## src/rtl/imm_pkg.sv

```systemverilog
// Shared types and field positions for the RV32 immediate-generation stage.
//   imm_fmt_t : immediate format select carried alongside each instruction
//   *_LSB     : opcode-free bit positions of the immediate fields in instr
package imm_pkg;

  localparam int unsigned INSTR_W  = 32;
  localparam int unsigned FMT_W    = 3;
  localparam int unsigned FIELD5_W = 5;

  typedef enum logic [FMT_W-1:0] {
    IMM_I     = 3'd0,
    IMM_S     = 3'd1,
    IMM_B     = 3'd2,
    IMM_U     = 3'd3,
    IMM_J     = 3'd4,
    IMM_SHAMT = 3'd5,
    IMM_CSR   = 3'd6,
    IMM_RSVD  = 3'd7
  } imm_fmt_t;

  // Field positions inside the instruction word
  localparam int unsigned SIGN_BIT  = 31;
  localparam int unsigned I_IMM_LSB = 20;  // I-type imm[11:0]
  localparam int unsigned S_HI_LSB  = 25;  // S/B-type upper field
  localparam int unsigned S_LO_LSB  = 7;   // S-type imm[4:0]
  localparam int unsigned U_IMM_LSB = 12;  // U-type imm[31:12]
  localparam int unsigned RS1_LSB   = 15;  // CSR uimm lives in rs1
  localparam int unsigned RS2_LSB   = 20;  // shamt lives in rs2

endpackage : imm_pkg

```

## src/rtl/imm_decode.sv

```systemverilog
// Combinational immediate extractor for all RV32I/Zicsr formats.
//   instr   in  32          instruction word (opcode bits ignored)
//   imm_fmt in  3           format select (imm_fmt_t encoding)
//   imm_ext out DATA_WIDTH  sign/zero-extended immediate
//   fmt_err out 1           imm_fmt was the reserved code
module imm_decode
  import imm_pkg::*;
#(
  parameter int unsigned DATA_WIDTH = 32
) (
  input  logic [INSTR_W-1:0]    instr,
  input  logic [FMT_W-1:0]      imm_fmt,
  output logic [DATA_WIDTH-1:0] imm_ext,
  output logic                  fmt_err
);

  logic                 w_sign;
  logic [INSTR_W-1:0]   w_base;
  logic                 w_unused_opcode;

  assign w_sign          = instr[SIGN_BIT];
  assign w_unused_opcode = ^instr[6:0];

  // Build a 32-bit immediate; zero-extended formats keep bit 31 clear so the
  // single sign-extension to DATA_WIDTH below is correct for every format.
  always_comb begin
    w_base  = '0;
    fmt_err = 1'b0;
    case (imm_fmt_t'(imm_fmt))
      IMM_I:     w_base = {{20{w_sign}}, instr[I_IMM_LSB +: 12]};
      IMM_S:     w_base = {{20{w_sign}}, instr[S_HI_LSB +: 7], instr[S_LO_LSB +: 5]};
      IMM_B:     w_base = {{19{w_sign}}, w_sign, instr[7], instr[30:25],
                           instr[11:8], 1'b0};
      IMM_U:     w_base = {instr[U_IMM_LSB +: 20], 12'b0};
      IMM_J:     w_base = {{11{w_sign}}, w_sign, instr[19:12], instr[20],
                           instr[30:21], 1'b0};
      IMM_SHAMT: w_base = {27'b0, instr[RS2_LSB +: FIELD5_W]};
      IMM_CSR:   w_base = {27'b0, instr[RS1_LSB +: FIELD5_W]};
      default: begin
        w_base  = '0;
        fmt_err = 1'b1;
      end
    endcase
  end

  assign imm_ext = DATA_WIDTH'($signed(w_base));

endmodule : imm_decode

```

## src/rtl/imm_gen_stage.sv

```systemverilog
// Pipelined immediate-generation stage with a 2-entry skid buffer.
//   clk, rst_n          clock, async active-low reset
//   in_valid/in_ready   upstream handshake (in_ready is registered)
//   instr, imm_fmt      instruction word and format select
//   in_tag              sideband passed through unmodified
//   flush               drop every held entry and the current input
//   out_valid/out_ready downstream handshake
//   imm_ext, out_tag    extended immediate and its sideband
//   fmt_err             result came from the reserved format code
module imm_gen_stage
  import imm_pkg::*;
#(
  parameter int unsigned DATA_WIDTH = 32,
  parameter int unsigned TAG_WIDTH  = 8
) (
  input  logic                  clk,
  input  logic                  rst_n,
  input  logic                  in_valid,
  output logic                  in_ready,
  input  logic [INSTR_W-1:0]    instr,
  input  logic [FMT_W-1:0]      imm_fmt,
  input  logic [TAG_WIDTH-1:0]  in_tag,
  input  logic                  flush,
  output logic                  out_valid,
  input  logic                  out_ready,
  output logic [DATA_WIDTH-1:0] imm_ext,
  output logic [TAG_WIDTH-1:0]  out_tag,
  output logic                  fmt_err
);

  // Decoded input entry
  logic [DATA_WIDTH-1:0] w_new_imm;
  logic                  w_new_err;

  imm_decode #(
    .DATA_WIDTH(DATA_WIDTH)
  ) u_imm_decode (
    .instr  (instr),
    .imm_fmt(imm_fmt),
    .imm_ext(w_new_imm),
    .fmt_err(w_new_err)
  );

  // Main (output) register and skid register
  logic                  r_main_valid;
  logic [DATA_WIDTH-1:0] r_main_imm;
  logic [TAG_WIDTH-1:0]  r_main_tag;
  logic                  r_main_err;
  logic                  r_skid_valid;
  logic [DATA_WIDTH-1:0] r_skid_imm;
  logic [TAG_WIDTH-1:0]  r_skid_tag;
  logic                  r_skid_err;
  logic                  r_in_ready;

  // Next-state values
  logic                  w_main_valid_nxt;
  logic [DATA_WIDTH-1:0] w_main_imm_nxt;
  logic [TAG_WIDTH-1:0]  w_main_tag_nxt;
  logic                  w_main_err_nxt;
  logic                  w_skid_valid_nxt;
  logic [DATA_WIDTH-1:0] w_skid_imm_nxt;
  logic [TAG_WIDTH-1:0]  w_skid_tag_nxt;
  logic                  w_skid_err_nxt;
  logic                  w_in_ready_nxt;

  logic w_accept;
  logic w_xfer;
  logic w_main_free;

  assign w_accept    = in_valid && r_in_ready;
  assign w_xfer      = r_main_valid && out_ready;
  assign w_main_free = !r_main_valid || w_xfer;

  // Skid-buffer steering. r_in_ready mirrors !r_skid_valid, so an accept can
  // never coincide with a full skid; the skid always drains into main first.
  always_comb begin
    w_main_valid_nxt = r_main_valid;
    w_main_imm_nxt   = r_main_imm;
    w_main_tag_nxt   = r_main_tag;
    w_main_err_nxt   = r_main_err;
    w_skid_valid_nxt = r_skid_valid;
    w_skid_imm_nxt   = r_skid_imm;
    w_skid_tag_nxt   = r_skid_tag;
    w_skid_err_nxt   = r_skid_err;

    if (flush) begin
      w_main_valid_nxt = 1'b0;
      w_skid_valid_nxt = 1'b0;
    end else if (w_main_free) begin
      if (r_skid_valid) begin
        w_main_valid_nxt = 1'b1;
        w_main_imm_nxt   = r_skid_imm;
        w_main_tag_nxt   = r_skid_tag;
        w_main_err_nxt   = r_skid_err;
        w_skid_valid_nxt = 1'b0;
      end else if (w_accept) begin
        w_main_valid_nxt = 1'b1;
        w_main_imm_nxt   = w_new_imm;
        w_main_tag_nxt   = in_tag;
        w_main_err_nxt   = w_new_err;
      end else begin
        w_main_valid_nxt = 1'b0;
      end
    end else if (w_accept) begin
      w_skid_valid_nxt = 1'b1;
      w_skid_imm_nxt   = w_new_imm;
      w_skid_tag_nxt   = in_tag;
      w_skid_err_nxt   = w_new_err;
    end

    w_in_ready_nxt = !w_skid_valid_nxt;
  end

  // State registers
  always_ff @(posedge clk or negedge rst_n) begin
    if (!rst_n) begin
      r_main_valid <= 1'b0;
      r_main_imm   <= '0;
      r_main_tag   <= '0;
      r_main_err   <= 1'b0;
      r_skid_valid <= 1'b0;
      r_skid_imm   <= '0;
      r_skid_tag   <= '0;
      r_skid_err   <= 1'b0;
      r_in_ready   <= 1'b1;
    end else begin
      r_main_valid <= w_main_valid_nxt;
      r_main_imm   <= w_main_imm_nxt;
      r_main_tag   <= w_main_tag_nxt;
      r_main_err   <= w_main_err_nxt;
      r_skid_valid <= w_skid_valid_nxt;
      r_skid_imm   <= w_skid_imm_nxt;
      r_skid_tag   <= w_skid_tag_nxt;
      r_skid_err   <= w_skid_err_nxt;
      r_in_ready   <= w_in_ready_nxt;
    end
  end

  assign out_valid = r_main_valid;
  assign imm_ext   = r_main_imm;
  assign out_tag   = r_main_tag;
  assign fmt_err   = r_main_err;
  assign in_ready  = r_in_ready;

endmodule : imm_gen_stage

```

## config.mk

```make
export PLATFORM = sky130hd
export DESIGN_NAME = imm_gen_stage
export DESIGN_NICKNAME = d
export VERILOG_FILES = /design/src/rtl/imm_pkg.sv /design/src/rtl/imm_decode.sv /design/src/rtl/imm_gen_stage.sv
export SDC_FILE = /design/constraint.sdc
export NUM_CORES = 1
export LEC_CHECK = 0
export CAP_MARGIN = 20
export CELL_PAD_IN_SITES_DETAIL_PLACEMENT = 0
export CELL_PAD_IN_SITES_GLOBAL_PLACEMENT = 1
export CORE_MARGIN = 1
export CORE_UTILIZATION = 33
export DETAILED_ROUTE_END_ITERATION = 8
export HOLD_SLACK_MARGIN = 0.12
export PLACE_DENSITY = 0.84
export SYNTH_ARGS = -nofsm -noshare
export SYNTH_HDL_FRONTEND = slang
export SYNTH_SLANG_ARGS = --single-unit
```

## constraint.sdc

```tcl
create_clock -name clk -period 1.66 [get_ports clk]
set_clock_uncertainty 0.15 [all_clocks]
set_input_delay 0.332 -clock clk [delete_from_list [all_inputs] [get_ports clk]]
set_output_delay 0.332 -clock clk [all_outputs]
set_load 0.02 [all_outputs]
```

==> results_dict.tcl, run 1 <==
set metrics [dict create \
    drive_above_1_share_pct 25.2 \
    dp.cells 712 \
    rows 40 \
    cp-start-kind "flip-flop" \
    wl_met3_um 627 \
    crit_chain "nand2_1 -> or3_4 -> buf_6 -> a22o_1" \
    async_flop_share_pct 100 \
    vias 3760 \
    viasPerCell 5.06 \
    ios 91 \
    p_leak_nw 2.96 \
    synth-seq-area-share_pct 50.8 \
    grt_pass1_wl_um 20100 \
    finalHoldViolations 0 \
    syn_inst 441 \
    cts.clk_slew.worst_paths_ns 0.06 \
    finalCritPeriodShare_pct 107 \
    max_freq_mhz 564 \
    clk_latency_ns 0.33 \
    worstPathRequired_ns 1.72 \
    dieArea_um2 13100 \
    die_w_um 115 \
    ys_ff_latch 85 \
    timing.rr.start "in_ready$_DFF_PN1_" \
    cp_top_family "flip-flops" \
    worstMarginPinSlew_ns 0.398 \
    violations "negative setup slack" \
    cpPeakStageDelay_ns 0.54 \
    ant_nets 0 \
    slew_headroom_pct 73.4 \
    initial_core_util_pct 34.3 \
    maxCapViolCount 0 \
    coreArea_um2 12200 \
    rsz0062_at_grt "yes" \
    ys_warn_count 0 \
    crit_path_end_kind "flip-flop" \
    setup_tns_ns -2.30 \
    worstPathArrival_ns 1.83 \
    syn_area_um2 4190 \
    port-buffer-count 83 \
    htree_levels 3 \
    antenna_found_initial 0 \
    setup_viol 48 \
    numCtsBuffers 9 \
    ys.flop_type "dfrtp_1" \
    dr.max_layer_used "met4" \
    dpl.hpwl_um 8250 \
    synth-edff-count 0 \
    clock-sinks 85 \
    die_y_um 115 \
    layout.nets 618 \
    gp_congestion 0.860 \
    worst-r2r-cell-count 4 \
    yosysUniqueCellTypes 35 \
    antenna_cells 0 \
    overflow 0 \
    peakVddDrop_v 0.000576 \
    first_pass_iters 4 \
    syn_to_final_growth_pct 50.6 \
    worstSetupStartpoint "in_ready$_DFF_PN1_" \
    path_depth 4 \
    setup_ws_ns -0.112 \
    synth.avg_cell_area_um2 9.49 \
    outcome "finished, violations left" \
    wl_um 12400 \
    reg2reg_to "r_skid_imm[22]$_DFFE_PN0P_" \
    drtIter0Drc 235 \
    grt_util_all_layers_pct 19.9 \
    met2RoutedLength_um 6070 \
    grt_max_degree 33 \
    timing.reg2reg.setup_slack_ns -0.11 \
    fin_cells 743 \
    drc 0 \
    hold_path_class "in -> async" \
    post-route-util_pct 51.6 \
    syn_nets 489 \
    drt-wirelength-per-cell_um 16.7 \
    crit_slowest_cell "dfstp_2" \
    worst-path-max-fanout 11 \
    fin_crit_ns 1.77 \
    cts_buffer_depth 2 \
    powerDensity_nw_per_um2 968 \
    cts_tree "done" \
    crit_type "reg -> reg" \
    maxSlewViolCount 0 \
    wl_met1_um 5610 \
    grt_pass1_vias 3841 \
    pre_cts_ws_ns -0.520 \
    clockRootBuffer "clkbuf_16" \
    cp.buffers_inverters 1 \
    endpoint "r_skid_imm[22]$_DFFE_PN0P_" \
]
==> synth_stat cells (all sizes together) (2+ instances only) <==
library cell,number,area share (%)
nor3b,2,0.36
a21boi,14,2.5
o211ai,14,2.5
a21o,12,2.2
nor2b,2,0.30
nand3b,5,0.90
nand2,104,9.3
buf,17,2.3
mux2,8,2.2
o22a,7,1.5
nand2b,10,1.7
or3,2,0.30
a31oi,2,0.30
a22o,12,2.5
dfrtp,84,50
mux2i,12,2.9
nand3,16,1.9
a211oi,15,3.9
nor2,11,0.99
inv,5,0.45
o21ai,47,5.6
a21oi,13,1.6
clkbuf,19,1.7
==> cells in the final DEF, fill, tap and decap left out, types with 7 or more instances in the layout <==
cell type and instances:
o211ai_1 14, o21ai_0 28, a22o_1 12, dlygate4sd2_1 46, o21ai_1 19, buf_6 9, o22a_1 7, nor2_1 9
clkdlybuf4s50_1 34, nand2_1 93, a21oi_1 10, nand3_2 13, a21o_1 12, mux2i_1 12, dfrtp_1 84, clkbuf_16 11
a21boi_0 13, buf_12 10, a211oi_2 11, nand2b_1 8, nand2_2 9, buf_4 43
==> area by class of cell <==
type / instances / area, µm²
fillers: 1129 / 5910
flip-flops and latches: 85 / 2130
multi-input cells: 315 / 2070
repair buffers: 154 / 1610
clock buffers: 9 / 225
well taps: 168 / 210
clock inverters: 7 / 42.5
inverters: 5 / 18.8
==> stage by stage <==
step	cell area [µm²]	hold WS (ns)	total power, mW
detailed placement	5570	0.131	4.24
floorplan	4240	-0.114	3.44
finish	6310	0.319	6.10
global route	6310	0.334	6.42
global placement	5570	0.128	4.18
CTS	6150	0.324	6.08
==> cells by family (layout without fill, tap and decap cells) <==
logic type | count (synthesis) | in the layout | share of synthesized area [%]
AND/OR/NAND/NOR | 156 | 156 | 16.4
AO/OA/AOI/OAI | 138 | 138 | 23.0
flip-flops | 85 | 85 | 50.8
buffers and inverters | 41 | 175 | 4.48
multiplexers | 20 | 20 | 5.02
adder cells (fa/ha/maj) | 1 | 1 | 0.269
==> state kept, by name, summed over array words and instances, names as in the netlist <==
signal,flops
r_skid_err,1
r_skid_tag,8
imm_ext,32
r_skid_imm,32
r_skid_valid,1
in_ready,1
out_tag,8
out_valid,1
fmt_err,1
==> worst min-delay path by stage <==
| stage | startpoint | cells after the start | endpoint |
|---|---|---|---|
| 2_1_floorplan | rst_n | 0 | fmt_err$_DFFE_PN0P_ |
| 3_3_place_gp | rst_n | 1 | imm_ext[13]$_DFFE_PN0P_ |
| 3_5_place_dp | rst_n | 1 | imm_ext[14]$_DFFE_PN0P_ |
| 4_1_cts | rst_n | 2 | imm_ext[14]$_DFFE_PN0P_ |
| 5_1_grt | rst_n | 2 | imm_ext[14]$_DFFE_PN0P_ |
| 6_report | rst_n | 2 | imm_ext[14]$_DFFE_PN0P_ |
==> where the power goes <==
group          internal (mW)  switching [mW]  total (mW)  leakage [nW]
logic                  0.750           0.820        1.57          1.73
registers               2.46           0.241        2.70          1.09
clock network           1.01           0.830        1.84         0.139
==> repair_timing <==
| item | CTS | global route |
|---|---|---|
| endpoints found under the setup margin | 125 | 79 |
| hold buffers | 1 | 0 |
| hold endpoints to repair | 72 | 0 |
| resized for setup | 93 | 57 |
| pin swaps | 8 | 12 |
| buffers inserted | 4 | 2 |
| gates cloned | 7 | 4 |
==> layer usage <==
| metal | up-vias | track usage (%) |
|---|---|---|
| met3 | 8 | 4.18 |
| met5 | - | 0 |
| met2 | 104 | 32.4 |
| met1 | 1844 | 26.8 |
| met4 | 0 | 5.19 |
| li1 | 1804 | - |
Power figures use the tool's default switching activity.
==> run 2, diff against run 1 <==
--- a/config.mk
+++ b/config.mk
@@ -5,14 +5,16 @@
 export SDC_FILE = /design/constraint.sdc
 export NUM_CORES = 1
 export LEC_CHECK = 0
+export ABC_AREA = 1
 export CAP_MARGIN = 20
 export CELL_PAD_IN_SITES_DETAIL_PLACEMENT = 0
 export CELL_PAD_IN_SITES_GLOBAL_PLACEMENT = 1
 export CORE_MARGIN = 1
 export CORE_UTILIZATION = 33
 export DETAILED_ROUTE_END_ITERATION = 8
+export DONT_BUFFER_PORTS = 1
 export HOLD_SLACK_MARGIN = 0.12
-export PLACE_DENSITY = 0.84
+export PLACE_DENSITY = 0.73
 export SYNTH_ARGS = -nofsm -noshare
 export SYNTH_HDL_FRONTEND = slang
 export SYNTH_SLANG_ARGS = --single-unit
==> results_dict.tcl, run 2 <==
set metrics [dict create \
    overflow 0 \
    drt-wirelength-per-cell_um 15.4 \
    worstPathArrival_ns 1.72 \
    max_freq_mhz 610 \
    layout_common_cells "nand2_1, dfrtp_1, nand3_1" \
    multi_input_area_um2 1790 \
    synth-seq-area-share_pct 52.3 \
    seq_area_um2 2130 \
    violations "negative hold slack" \
    wl_met1_um 5030 \
    yosys-top-cells-count "nand2_1, dfrtp_1, o21ai_0" \
    dieArea_um2 12800 \
    maxCapViolCount 0 \
    numCtsBuffers 9 \
    wl_um 11000 \
    viasPerCell 4.91 \
    peakVddDrop_v 0.000500 \
    crit_type "reg -> reg" \
    worstMarginPinSlew_ns 0.365 \
    layout.nets 615 \
    ys_ff_latch 85 \
    timing.rr.start "in_ready$_DFF_PN1_" \
    hold_path_class "in -> async" \
    yosys-top-cells-area "dfrtp_1, nand2_1, o21ai_0, nand3_1, nor2_1" \
    finalHoldViolations 85 \
    postCtsHoldBufs 36 \
    dr.max_layer_used "met4" \
    worst-path-max-fanout 8 \
    syn_inst 524 \
    grt_pass1_wl_um 17700 \
    ant_nets 0 \
    initial_core_util_pct 33.9 \
    cp_top_family "flip-flops" \
    die_w_um 113 \
    fin_cells 719 \
    cpMostUsedCell "nand2_2" \
    port-buffer-count 0 \
    grt_pass1_vias 3543 \
    drtIter0Drc 190 \
    vias 3529 \
    clk_latency_ns 0.34 \
    rows 40 \
    crit_slowest_cell "dfstp_2" \
    powerDensity_nw_per_um2 1130 \
    maxSlewViolCount 0 \
    ys.flop_type "dfrtp_1" \
    drive_above_1_share_pct 12.9 \
    fin_crit_ns 1.64 \
    dp.cells 661 \
    cts_tree "done" \
    yosysUniqueCellTypes 23 \
    worstPathRequired_ns 1.74 \
    p_leak_nw 2.60 \
    mostFrequentLayoutCell "nand2_1" \
    synth.avg_cell_area_um2 7.77 \
    ios 91 \
    antenna_found_initial 0 \
    finalCritPeriodShare_pct 98.8 \
    syn_to_final_growth_pct 26.3 \
    synth_top_cell_area_share_pct 51.6 \
    cts_buffer_depth 2 \
    synth-edff-count 0 \
    clockRootBuffer "clkbuf_16" \
    htree_levels 3 \
    ys_warn_count 0 \
    wl_met3_um 509 \
    outcome "finished, violations left" \
    slew_headroom_pct 75.4 \
    worst-r2r-cell-count 8 \
    syn_area_um2 4070 \
    coreArea_um2 12000 \
    cpPeakStageDelay_ns 0.54 \
    grt_max_degree 86 \
    async_flop_share_pct 100 \
    synth.largest_area_cell "dfrtp_1" \
    fill_cells 1230 \
    crit_chain "nand2_2 -> nand2_4 -> buf_6 -> nand3_4 -> buf_12 -> buf_6 -> nand2_2 -> nand2_2" \
    rsz0062_at_grt "yes" \
    cp.buffers_inverters 3 \
    dpl.hpwl_um 6930 \
    die_y_um 113 \
    clock-sinks 85 \
    cts.clk_slew.worst_paths_ns 0.06 \
    holdWs_ns -0.472 \
    gp_congestion 0.763 \
    crit_path_end_kind "flip-flop" \
    antenna_cells 0 \
    setup_viol 0 \
    first_pass_iters 4 \
    synth.most_common_cell "nand2_1" \
    met2RoutedLength_um 5270 \
    reg2reg_to "imm_ext[22]$_DFFE_PN0P_" \
    timing.reg2reg.setup_slack_ns 0.02 \
    grt_util_all_layers_pct 18.0 \
    cp-start-kind "flip-flop" \
    syn_nets 572 \
    drc 0 \
]
## run 2: changes by cell type after synthesis, sizes merged, moves of 9 or more
cell	before	now
a211oi	15	0
o211ai	14	4
a21o	12	0
nand3	16	45
inv	5	30
nand2	104	198
mux2i	12	0
a22o	12	0
nor2	11	48
clkbuf	19	10
a21boi	14	0
nand2b	10	0
## run 2: layout make-up
cell class / instances / area share [%]
multi-input cells: 380 / 34.8
clock buffers: 11 / 4.72
clock inverters: 5 / 0.973
inverters: 30 / 2.24
well taps: 147 / 3.58
repair buffers: 61 / 12.3
flip-flops and latches: 85 / 41.4
## run 2: per-stage QoR
step           setup TNS (ns)  total power [mW]  util (%)  setup WS (ns)  cell area (µm²)
3_5_place_dp                0              3.69      35.6         0.0138             4280
5_1_grt                -0.344              6.16      42.8        -0.0430             5140
3_3_place_gp                0              3.65      35.6         0.0710             4280
6_report                    0              5.83      42.8         0.0202             5140
4_1_cts                     0              5.81      41.1       0.000455             4930
2_1_floorplan               0              3.49         -         0.0468             4070
## run 2: cells by family (layout without fill, tap and decap cells)
group	count (synthesis)	count (layout)	synth area share [%]
DFF	85	85	52.3
AOI/OAI and AO/OA	83	83	11.2
buffers and inverters	59	107	6.43
and+or+nand+nor	297	297	30.1
## run 2: worst max-delay path by stage
stage	from	endpoint	cells past startpoint
detailed placement	in_ready$_DFF_PN1_	imm_ext[26]$_DFFE_PN0P_	8
CTS	in_ready$_DFF_PN1_	imm_ext[26]$_DFFE_PN0P_	8
floorplan	in_ready$_DFF_PN1_	imm_ext[0]$_DFFE_PN0P_	9
global route	in_ready$_DFF_PN1_	imm_ext[12]$_DFFE_PN0P_	8
global placement	in_ready$_DFF_PN1_	imm_ext[26]$_DFFE_PN0P_	8
finish	in_ready$_DFF_PN1_	imm_ext[22]$_DFFE_PN0P_	8
## run 2: power breakdown
| group | internal [mW] | switching [mW] | total (mW) |
|---|---|---|---|
| Sequential | 2.49 | 0.460 | 2.95 |
| Combinational | 0.394 | 0.481 | 0.875 |
| Clock | 1.20 | 0.809 | 2.00 |
## run 2: metal layers
metal / track usage (%) / up-vias
met5: 0 / -
li1: - / 1770
met2: 29.2 / 72
met4: 8.25 / 0
met1: 22.4 / 1668
met3: 4.77 / 19
## run 2: timing repair
item	4_1_cts	5_1_grt
endpoints found under the hold margin	149	85
resized for setup	0	45
buffers inserted	0	3
setup endpoints to repair	0	47
==> run 3, diff against run 2 <==
--- a/config.mk
+++ b/config.mk
@@ -6,15 +6,14 @@
 export NUM_CORES = 1
 export LEC_CHECK = 0
 export ABC_AREA = 1
-export CAP_MARGIN = 20
 export CELL_PAD_IN_SITES_DETAIL_PLACEMENT = 0
 export CELL_PAD_IN_SITES_GLOBAL_PLACEMENT = 1
 export CORE_MARGIN = 1
-export CORE_UTILIZATION = 33
+export CORE_UTILIZATION = 41
 export DETAILED_ROUTE_END_ITERATION = 8
 export DONT_BUFFER_PORTS = 1
 export HOLD_SLACK_MARGIN = 0.12
-export PLACE_DENSITY = 0.73
+export PLACE_DENSITY = 0.86
 export SYNTH_ARGS = -nofsm -noshare
 export SYNTH_HDL_FRONTEND = slang
 export SYNTH_SLANG_ARGS = --single-unit
==> results_dict.tcl, run 3 (same netlist as run 2, synthesis figures left out) <==
set metrics [dict create \
    worstMarginPinSlew_ns 0.401 \
    first_pass_iters 6 \
    drt-wirelength-per-cell_um 15.6 \
    max_freq_mhz 614 \
    coreArea_um2 9420 \
    worstSetupStartpoint "in_ready$_DFF_PN1_" \
    dpl.hpwl_um 6560 \
    cts.clk_slew.worst_paths_ns 0.09 \
    hold_path_class "in -> async" \
    cp-start-kind "flip-flop" \
    timing.reg2reg.setup_slack_ns 0.03 \
    peakVddDrop_v 0.000497 \
    cpPeakStageDelay_ns 0.57 \
    viasPerCell 5.24 \
    cts_buffer_depth 2 \
    drtIter0Drc 227 \
    worstPathArrival_ns 1.79 \
    numCtsBuffers 9 \
    placed_cell_area_um2 4250 \
    setup_viol 0 \
    final_cell_area_um2 5190 \
    setup_tns_ns 0 \
    outcome "finished, violations left" \
    dieArea_um2 10300 \
    overflow 0 \
    vias 3748 \
    rsz0062_at_grt "yes" \
    clk_latency_ns 0.36 \
    maxCapViolCount 0 \
    worst-path-max-fanout 3 \
    fill_cells 872 \
    drc 0 \
    crit_slowest_cell "dfstp_2" \
    ant_nets 0 \
    violations "negative hold slack" \
    ios 91 \
    crit_chain "nand2_4 -> nand2_4 -> dlygate4sd3_1 -> nand2_1 -> inv_1" \
    die_w_um 102 \
    p_total_mw 5.46 \
    layout_common_cells "nand2_1, dfrtp_1, o21ai_0" \
    rows 35 \
    post-route-util_pct 55.1 \
    htree_levels 3 \
    grt_pass1_wl_um 17500 \
    antenna_cells 0 \
    mostFrequentLayoutCell "nand2_1" \
    clockRootBuffer "clkbuf_8" \
    slew_headroom_pct 73.3 \
    wl_um 11100 \
    clock-sinks 85 \
    cpMostUsedCell "nand2_4" \
    crit_path_end_kind "flip-flop" \
    powerDensity_nw_per_um2 1050 \
    die_y_um 102 \
    layout.nets 629 \
    grt_max_degree 86 \
    finalCritPeriodShare_pct 98.1 \
    worstPathRequired_ns 1.82 \
    finalHoldViolations 85 \
    grt_pass1_vias 3524 \
    p_leak_nw 2.62 \
    port-buffer-count 0 \
    cts_tree "done" \
    holdWs_ns -0.495 \
    initial_core_util_pct 43.2 \
    syn_to_final_growth_pct 27.4 \
    fin_crit_ns 1.63 \
    grt_util_all_layers_pct 22.1 \
    antenna_found_initial 0 \
    gp_congestion 0.856 \
    timing.rr.start "in_ready$_DFF_PN1_" \
    maxSlewViolCount 0 \
    drive_above_1_share_pct 12.5 \
    crit_type "reg -> reg" \
]
-- run 3: final cells by class --
type	instances	area (µm²)	area share (%)
timing repair buffer	74	753	14.5
clock inverter	5	83.8	1.62
tap	129	161	3.11
clock buffer	11	131	2.53
sequential	85	2130	41.0
inverter	30	118	2.27
multi-input combinational	381	1810	34.9
-- run 3: what timing repair did --
| item | CTS | global route |
|---|---|---|
| setup endpoints to repair | 14 | 50 |
| hold endpoints to repair | 163 | 86 |
| gates cloned | 0 | 3 |
| buffers inserted | 0 | 9 |
| hold buffers | 45 | 1 |
| pin swaps | 0 | 6 |
| resized for setup | 1 | 43 |
-- run 3: per-stage QoR --
stage | setup WS [ns] | cells
global placement | 0.00699 | 642
detailed placement | -0.0270 | 642
global route | -0.0433 | 715
finish | 0.0313 | 715
CTS | -0.0157 | 703
floorplan | 0.0468 | 524
-- run 3: power breakdown --
part / internal (mW) / total (mW) / switching [mW]
Combinational: 0.407 / 0.891 / 0.484
Clock: 0.855 / 1.63 / 0.779
Sequential: 2.48 / 2.94 / 0.450
Total: 3.75 / 5.46 / 1.71
-- run 3: critical path: cells and delay by family, from the launching register on --
| family | cells | cell delay, ns |
|---|---|---|
| buf+inv | 2 | 0.62 |
| flops | 1 | 0.57 |
| simple gates | 3 | 0.24 |
-- run 3: metal layers --
| metal | vias to the layer above | wire (µm) | global-route usage [%] |
|---|---|---|---|
| met4 | 0 | 272 | 8.14 |
| met3 | 24 | 725 | 5.24 |
| li1 | 1807 | - | - |
| met2 | 122 | 5220 | 33.9 |
| met1 | 1795 | 4920 | 30.3 |
| met5 | - | 0 | 0 |
-- run 3: worst paths after layout --
check                                             endpoint  cells past startpoint
worst max register to register      r_skid_valid$_DFF_PN0_                      5
min in group clk                r_skid_imm[17]$_DFFE_PN0P_                      3
max in group asynchronous        r_skid_tag[7]$_DFFE_PN0P_                      0
worst max-delay path                r_skid_valid$_DFF_PN0_                      5
worst min-delay path             r_skid_tag[0]$_DFFE_PN0P_                      0
worst min register to register  r_skid_imm[10]$_DFFE_PN0P_                      2
